## config.mk

```make
export PLATFORM = sky130hd
export DESIGN_NAME = mul_iter_unit
export DESIGN_NICKNAME = d
export VERILOG_FILES = /design/src/rtl/mul_iter_unit.sv
export SDC_FILE = /design/constraint.sdc
export NUM_CORES = 1
export LEC_CHECK = 0
export CAP_MARGIN = 25
export CORE_ASPECT_RATIO = 1.4
export CORE_UTILIZATION = 55
export CTS_BUF_LIST = sky130_fd_sc_hd__clkbuf_4 sky130_fd_sc_hd__clkbuf_8
export DETAILED_ROUTE_END_ITERATION = 7
export PLACE_DENSITY_LB_ADDON = 0.08
export SYNTH_ARGS = -nofsm -noshare
export SYNTH_HDL_FRONTEND = slang
export SYNTH_SLANG_ARGS = --single-unit
```

## constraint.sdc

```tcl
create_clock -name clock -period 3.5 [get_ports clock]
set_input_delay 0.35 -clock clock [delete_from_list [all_inputs] [get_ports clock]]
set_output_delay 0.35 -clock clock [all_outputs]
set_load 0.02 [all_outputs]
```

## src/rtl/mul_iter_unit.sv

```systemverilog
// Multi-cycle MUL/MLA unit for the nnARM datapath: radix-2 shift-add with early exit.
// Drives the running product and shifted multiplicand into a word adder each iteration.
module mul_iter_unit #(
    parameter int WIDTH = 32,
    parameter int CNT_W = 6
) (
    input  logic             clock,
    input  logic             reset,
    input  logic             in_Start,
    input  logic             in_Accumulate,
    input  logic [WIDTH-1:0] in_Multiplicand,
    input  logic [WIDTH-1:0] in_Multiplier,
    input  logic [WIDTH-1:0] in_AccValue,
    output logic             out_Busy,
    output logic             out_Done,
    output logic [WIDTH-1:0] out_Result,
    output logic             out_Neg,
    output logic             out_Zero
);

    typedef enum logic [1:0] {
        ST_IDLE = 2'd0,
        ST_ITER = 2'd1,
        ST_DONE = 2'd2
    } state_t;

    localparam logic [CNT_W-1:0] COUNT_LAST = CNT_W'(WIDTH);
    localparam logic [WIDTH-1:0] ZERO_WORD  = {WIDTH{1'b0}};

    // Word adder; the carry out is dropped so the sum wraps modulo 2^WIDTH.
    function automatic logic [WIDTH-1:0] word_add(
        input logic [WIDTH-1:0] a,
        input logic [WIDTH-1:0] b,
        input logic             low_carry
    );
        return a + b + {{(WIDTH-1){1'b0}}, low_carry};
    endfunction

    state_t             state_r;
    logic [WIDTH-1:0]   mcand_r;
    logic [WIDTH-1:0]   mplier_r;
    logic [WIDTH-1:0]   prod_r;
    logic [CNT_W-1:0]   count_r;

    logic [WIDTH-1:0]   sum_s;
    logic [WIDTH-1:0]   prod_next_s;
    logic [WIDTH-1:0]   mplier_shift_s;
    logic [CNT_W-1:0]   count_next_s;
    logic               iter_last_s;

    // Per-iteration datapath: conditional add, shifted multiplier, exit test.
    always_comb begin
        sum_s          = word_add(prod_r, mcand_r, 1'b0);
        mplier_shift_s = mplier_r >> 1'b1;
        count_next_s   = count_r + {{(CNT_W-1){1'b0}}, 1'b1};
        if (mplier_r[0]) begin
            prod_next_s = sum_s;
        end else begin
            prod_next_s = prod_r;
        end
        if ((mplier_shift_s == ZERO_WORD) || (count_next_s == COUNT_LAST)) begin
            iter_last_s = 1'b1;
        end else begin
            iter_last_s = 1'b0;
        end
    end

    // Control FSM with registered handshake and result outputs.
    always_ff @(posedge clock) begin
        if (reset) begin
            state_r    <= ST_IDLE;
            mcand_r    <= ZERO_WORD;
            mplier_r   <= ZERO_WORD;
            prod_r     <= ZERO_WORD;
            count_r    <= {CNT_W{1'b0}};
            out_Busy   <= 1'b0;
            out_Done   <= 1'b0;
            out_Result <= ZERO_WORD;
            out_Neg    <= 1'b0;
            out_Zero   <= 1'b0;
        end else begin
            case (state_r)
                ST_IDLE: begin
                    out_Done <= 1'b0;
                    if (in_Start) begin
                        mcand_r  <= in_Multiplicand;
                        mplier_r <= in_Multiplier;
                        count_r  <= {CNT_W{1'b0}};
                        prod_r   <= in_Accumulate ? in_AccValue : ZERO_WORD;
                        out_Busy <= 1'b1;
                        // A zero multiplier needs no iterations at all.
                        state_r  <= (in_Multiplier == ZERO_WORD) ? ST_DONE : ST_ITER;
                    end else begin
                        state_r  <= ST_IDLE;
                    end
                end
                ST_ITER: begin
                    out_Done <= 1'b0;
                    prod_r   <= prod_next_s;
                    mcand_r  <= mcand_r << 1'b1;
                    mplier_r <= mplier_shift_s;
                    count_r  <= count_next_s;
                    state_r  <= iter_last_s ? ST_DONE : ST_ITER;
                end
                ST_DONE: begin
                    out_Result <= prod_r;
                    out_Neg    <= prod_r[WIDTH-1];
                    out_Zero   <= (prod_r == ZERO_WORD);
                    out_Done   <= 1'b1;
                    out_Busy   <= 1'b0;
                    state_r    <= ST_IDLE;
                end
                default: begin
                    out_Busy <= 1'b0;
                    out_Done <= 1'b0;
                    state_r  <= ST_IDLE;
                end
            endcase
        end
    end

endmodule

```

==> key figures, run 1 <==
Yosys
  • Post-synthesis average cell area: 7.54 µm²
  • EDFF count, synth: 0
  • Cell count after synthesis: 1013
  • YS warnings: 0
  • Yosys cell types: 59
  • Share of the synthesized area in the top cell type: 0.364
  • Net Count, Synth: 1146
  • Post-Synthesis Cell Area: 7640 µm²
  • Synth top area cells: dfxtp_1 (36%), nand2_1 (11%), a311oi_1 (8.0%)
  • Seq/Total Area, Yosys: 0.364
  • Area leader, netlist: dfxtp_1
  • Synth top cells by count: nand2_1 (223), dfxtp_1 (139), nor2_1 (132)
  • Asr flop ratio synth: 0
  • Count leader, synth: nand2_1
  • Synthesis-stage register bit count: approximately 140
  • Post-synth top flop: dfxtp_1

Clock network
  • Clock Latency Late Sink: 0.46 ns
  • CTS buffer count: 17
  • Sinks on Clock Net: 139
  • H-tree lvl count: 4
  • Hold buffer count at CTS: 0
  • Post-CTS Resized: 0
  • Total setup buffers inserted after CTS: 0
  • Clock Path Buffers: 2
  • CTS tree: built
  • Clock root buffer master: clkbuf_8
  • Clock-pin slew on the worst setup and hold paths: 0.08 ns

Die
  • Chip Width: roughly 100 µm
  • Rows: 50
  • Ports: 136
  • Starting Density: 0.568
  • Core Footprint: 13500 µm²
  • DIE AREA: between 10000 and 15000 µm²
  • Die Span Y: ~140 µm

Routing
  • Routed Antenna Nets: 0
  • Total number of vias: 7776
  • DRC: 0
  • DRT Wirelength: between 20000 and 25000 µm
  • Via/cell ratio: 5.99
  • DRT iter0 DRCs: 358
  • Pre-Repair DR Iteration Count: 7
  • Routed WL per cell: between 15 and 20 µm

Critical path
  • Required time worst endpoint: 3.81 ns
  • Slowest CP cell: fa_1
  • Crit-path cells: ha_1, fa_1, a21o_1, a221oi_2, o311a_4, o22ai_1, o21ai_1, xnor2_1, a221oi_1, nor3_1
  • Critical Path AT: 3.07 ns
  • CP Capture Type: flop
  • Worst-path maximum fanout: 6
  • Max incr delay on CP: 0.41 ns
  • CP Class: flop to flop
  • CP startpoint kind: flop

Hold path
  • Hold Crit Class: input pin to flop

Placement
  • # port buffers: around 140
  • Dpl hpwl: about 15000 µm
  • GPL Wtd Cong: 0.938
  • Inst Count DP: ~1300

Timing
  • Worst rel slew slack: 0.329
  • Fin crit share: 0.789
  • Setup-failing EPs final: 0
  • Max Clock Freq: approximately 0.36 GHz
  • Final worst path period need: 2.76 ns
  • TNS Setup: 0 ns
  • Least-Margin Pin Slew: 1.01 ns
  • Hold Vio Cnt, Final: 0
  • RSZ-0062 raised after global routing: false
  • Setup Skew: 0.00916 ns
  • Fin. max-slew vios: 0

Job
  • Max-cap viol count: 0

Pwr
  • Power density cells: 432 nW/µm²
  • Pleak: 3.57 nW
  • VDD IR max: 0.271 mV

Layout
  • Fin cells: 1299
  • Final net count: 1237
  • Share of cells above drive strength 1: 0.0591
  • # fillers: ~1100
  • Synth-to-Final Area Change: 24.1%
  • N_diodes: 0

GRT
  • Global-route wire length before repair: 35200 µm
  • Initial antenna violation count: 0
  • All-Layer GR Usage: 0.308
  • Vias in the first global route: around 7400
  • Largest net degree at the start of global routing: 77
  • Grt ovf: 0

Outcome
  • Status: finished, final reports clean
==> critical path, delay by kind of cell, from the launching register on <==
kind | cells | cell delay [ns]
simple gates | 1 | 0.08
compound gates | 6 | 1.47
fa+ha+maj | 2 | 0.64
xor+xnor | 1 | 0.10
flops | 1 | 0.33
==> registers in the layout, summed over array words and instances (netlist names) <==
signal / cells
out_Busy: 1
state_r: 2
out_Result: 32
out_Zero: 1
prod_r: 32
mplier_r: 32
count_r: 6
mcand_r: 32
out_Done: 1
==> layout make-up <==
class | count | area (µm²) | area share
multi-input combinational | 785 | 4540 | 0.479
timing repair buffer | 148 | 1470 | 0.155
tap | 182 | 228 | 0.0240
sequential | 139 | 2780 | 0.294
clock inverter | 12 | 140 | 0.0148
clock buffer | 20 | 263 | 0.0277
inverter | 13 | 48.8 | 0.00515
==> routing by layer <==
layer,track usage,up-vias,share of wire
met3,0.0458,67,0.053
li1,-,3833,-
met1,0.383,3594,0.43
met5,0,-,0
met2,0.517,282,0.49
met4,0.143,0,0.035
==> through the flow <==
step / instance area, µm² / utilization / power [W] / setup slack [ns] / hold slack (ns)
after CTS: 9480 / 0.705 / 0.00409 / 0.766 / 0.448
final: 9480 / 0.705 / 0.00409 / 0.738 / 0.447
after detailed placement: 9070 / 0.675 / 0.00276 / 0.793 / 0.446
after floorplan: 7640 / - / 0.00245 / 1.01 / 0.458
after global placement: 9070 / 0.675 / 0.00275 / 0.838 / 0.441
after global routing: 9480 / 0.705 / 0.00428 / 0.594 / 0.474
==> report_power, final <==
group / internal [W] / switching, W / leakage, nW
clock network: 0.000674 / 0.000679 / 0.185
logic: 0.000405 / 0.000525 / 2.24
registers: 0.00169 / 0.000120 / 1.14
total: 0.00277 / 0.00132 / 3.57
==> cell usage in the layout, fill, tap and decap left out, types with 13 or more instances in the layout <==
cell	synthesis	routed
nand2_1	223	223
dfxtp_1	139	139
clkdlybuf4s50_1	0	134
nor2_1	132	131
a21oi_1	77	76
a311oi_1	70	70
ha_1	32	32
nor3_1	27	27
nor4_1	24	24
nand3_1	23	23
xnor2_1	19	19
o21ai_0	18	18
clkbuf_8	0	18
inv_1	13	13
==> cells by family after synthesis <==
logic type,after synthesis,share of synthesized area
mux,2,0.00262
fa+ha+maj,33,0.0550
buf+inv,89,0.0447
flops,139,0.364
compound gates,252,0.240
simple gates,473,0.265
xor+xnor,25,0.0287
==> worst paths after layout <==
kind / slack (ns) / cells after the start / endpoint / startpoint
worst max-delay path: 0.74 / 10 / prod_r[24] / mcand_r[0]
worst min-delay path: 0.45 / 2 / out_Zero / reset
worst max register to register: 0.74 / 10 / prod_r[24] / mcand_r[0]
worst min register to register: 0.46 / 2 / out_Result[18] / out_Result[18]
Power figures use the tool's default switching activity.
==> inputs of run 2 (changes only) <==
- CORE_UTILIZATION: 55 -> 50
- clock period: 3.5 -> 2.35 ns (I/O delays scaled with it)
==> key figures, run 2 (synthesized netlist as in run 1, its figures left out) <==
Outcome
  • Status: finished with violations
  • Failing checks: setup timing

Timing
  • Final worst slack: -0.0520 ns
  • Worst rel slew slack: 0.573
  • Setup Skew: 0.0155 ns
  • Least-Margin Pin Slew: between 0.6 and 0.7 ns
  • Fin. max-slew vios: 0
  • RSZ-0062 raised after global routing: true
  • Fin crit share: 1.02
  • Final worst path period need: 2.40 ns
  • Hold Vio Cnt, Final: 0
  • Max Clock Freq: 0.416 GHz
  • Setup-failing EPs final: 5
  • TNS Setup: -0.114 ns

Job
  • Max-cap viol count: 0

Die
  • Ports: 136
  • Starting Density: 0.510
  • DIE AREA: roughly 16000 µm²
  • Rows: 53
  • Die Span Y: 148 µm
  • Chip Width: 106 µm
  • Core Footprint: between 10000 and 15000 µm²

GRT
  • All-Layer GR Usage: 0.289
  • Global-route wire length before repair: 36200 µm
  • Grt ovf: 0
  • Vias in the first global route: 7675
  • Initial antenna violation count: 0
  • Largest net degree at the start of global routing: 87

Routing
  • DRC: 0
  • DRT iter0 DRCs: 373
  • DRT Wirelength: approximately 23000 µm
  • Post-Route M1 WL: 9750 µm
  • Routed Antenna Nets: 0
  • Met2 WL: about 12000 µm
  • Pre-Repair DR Iteration Count: 4
  • Top Metal Used: met4
  • Routed WL per cell: 16.3 µm
  • Via/cell ratio: 5.76
  • Total number of vias: about 8100
  • WL met3: 926 µm

Placement
  • # port buffers: approximately 140
  • Place WS: -0.143 ns
  • Inst Count DP: 1372
  • Dpl hpwl: 16100 µm
  • GPL Wtd Cong: around 0.93

Clock network
  • Sinks on Clock Net: 139
  • Clock Latency Late Sink: about 0.46 ns
  • Clock-pin slew on the worst setup and hold paths: 0.08 ns
  • Clock Path Buffers: 2
  • Hold buffer count at CTS: 0
  • Clock root buffer master: clkbuf_8
  • CTS buffer count: 17
  • H-tree lvl count: 4
  • CTS tree: built

Layout
  • Final Core Density: 0.710
  • # fillers: between 1000 and 1500
  • Register Area: approximately 2800 µm²
  • Most common cell after layout, fill and taps aside: nand2_1
  • Synth-to-Final Area Change: 39.3%
  • Fin cells: 1412
  • Share of cells above drive strength 1: 0.175
  • N_diodes: 0
  • Most frequent cells in the layout: nand2_1 (222), dfxtp_1 (135), clkdlybuf4s50_1 (134), nor2_1 (131), buf_4 (112)
  • Final net count: around 1300
  • Multi-input logic area: 4860 µm²

Critical path
  • Crit-path cells: ha_4, fa_2, a21o_1, a221oi_4, o311a_4, o211ai_4, o31ai_4, xnor2_1, a221oi_2, nor3_2
  • Critical Path AT: 2.74 ns
  • Required time worst endpoint: 2.69 ns
  • CP Class: flop to flop
  • CP startpoint kind: flop
  • Max incr delay on CP: 0.34 ns
  • Slowest CP cell: dfxtp_2
  • Worst-path maximum fanout: 6
  • CP Capture Type: flop

Pwr
  • VDD IR max: approximately 0.50 mV
  • Pleak: 4.15 nW
  • Power density cells: ~610 nW/µm²
  • Final Power: 0.00652 W

Hold path
  • Hold Crit Class: input pin to flop
[run 2: changes by cell type in the layout (fill, tap and decap cells not counted), moves of 3 or more]
cell / delta
clkinv_2: +3
buf_4: +100
a221oi_1: -6
inv_6: -3
clkinvlp_4: -4
dfxtp_1: -4
ha_1: -11
a221oi_2: +5
buf_12: +3
dfxtp_2: +4
o21ai_2: +3
ha_4: +10
[run 2: path summary, 6_finish.rpt]
path | endpoint | cells after the start | from | slack (ns)
setup / recovery | prod_r[16] | 10 | mcand_r[0] | -0.05
hold / removal | out_Result[20] | 2 | reset | 0.26
setup reg to reg | prod_r[16] | 10 | mcand_r[0] | -0.05
hold reg to reg | out_Result[20] | 2 | out_Result[20] | 0.45
[run 2: per-layer routing]
layer,global-route usage,up-vias
li1,-,4040
met1,0.341,3827
met2,0.503,211
met3,0.0491,57
met4,0.142,0
met5,0,-
[run 2: cell type report]
| class | instances | area share |
|---|---|---|
| inverters | 13 | 0.00459 |
| clock inverters | 11 | 0.0138 |
| well taps | 192 | 0.0226 |
| flip-flops and latches | 139 | 0.262 |
| multi-input cells | 785 | 0.457 |
| repair buffers | 252 | 0.216 |
| clock buffers | 20 | 0.0247 |
[run 2: through the flow]
stage / area [µm²] / hold WS (ns)
2_1_floorplan: 7640 / 0.383
3_3_place_gp: 9840 / 0.442
3_5_place_dp: 9840 / 0.446
4_1_cts: 10300 / 0.243
5_1_grt: 10600 / 0.273
6_report: 10600 / 0.259
[run 2: worst max-delay path: cells and delay by family (launching register included)]
kind	cells	cell delay, ns
adder cells (fa/ha/maj)	2	0.50
flip-flops	1	0.34
AND/OR/NAND/NOR	1	0.07
AO/OA/AOI/OAI	6	1.27
XOR/XNOR	1	0.10
[run 2: where the power goes]
group          internal, W  leakage, nW  switching, W  total (W)
combinational     0.000861         2.80      0.000918    0.00178
clock              0.00109        0.205      0.000965    0.00206
sequential         0.00252         1.14      0.000159    0.00268
[run 2: timing repair]
item | in CTS | in global routing
setup endpoints to repair | 17 | 21
resized for setup | 11 | 44
gates cloned | 0 | 0
pin swaps | 14 | 23
buffers inserted | 2 | 7
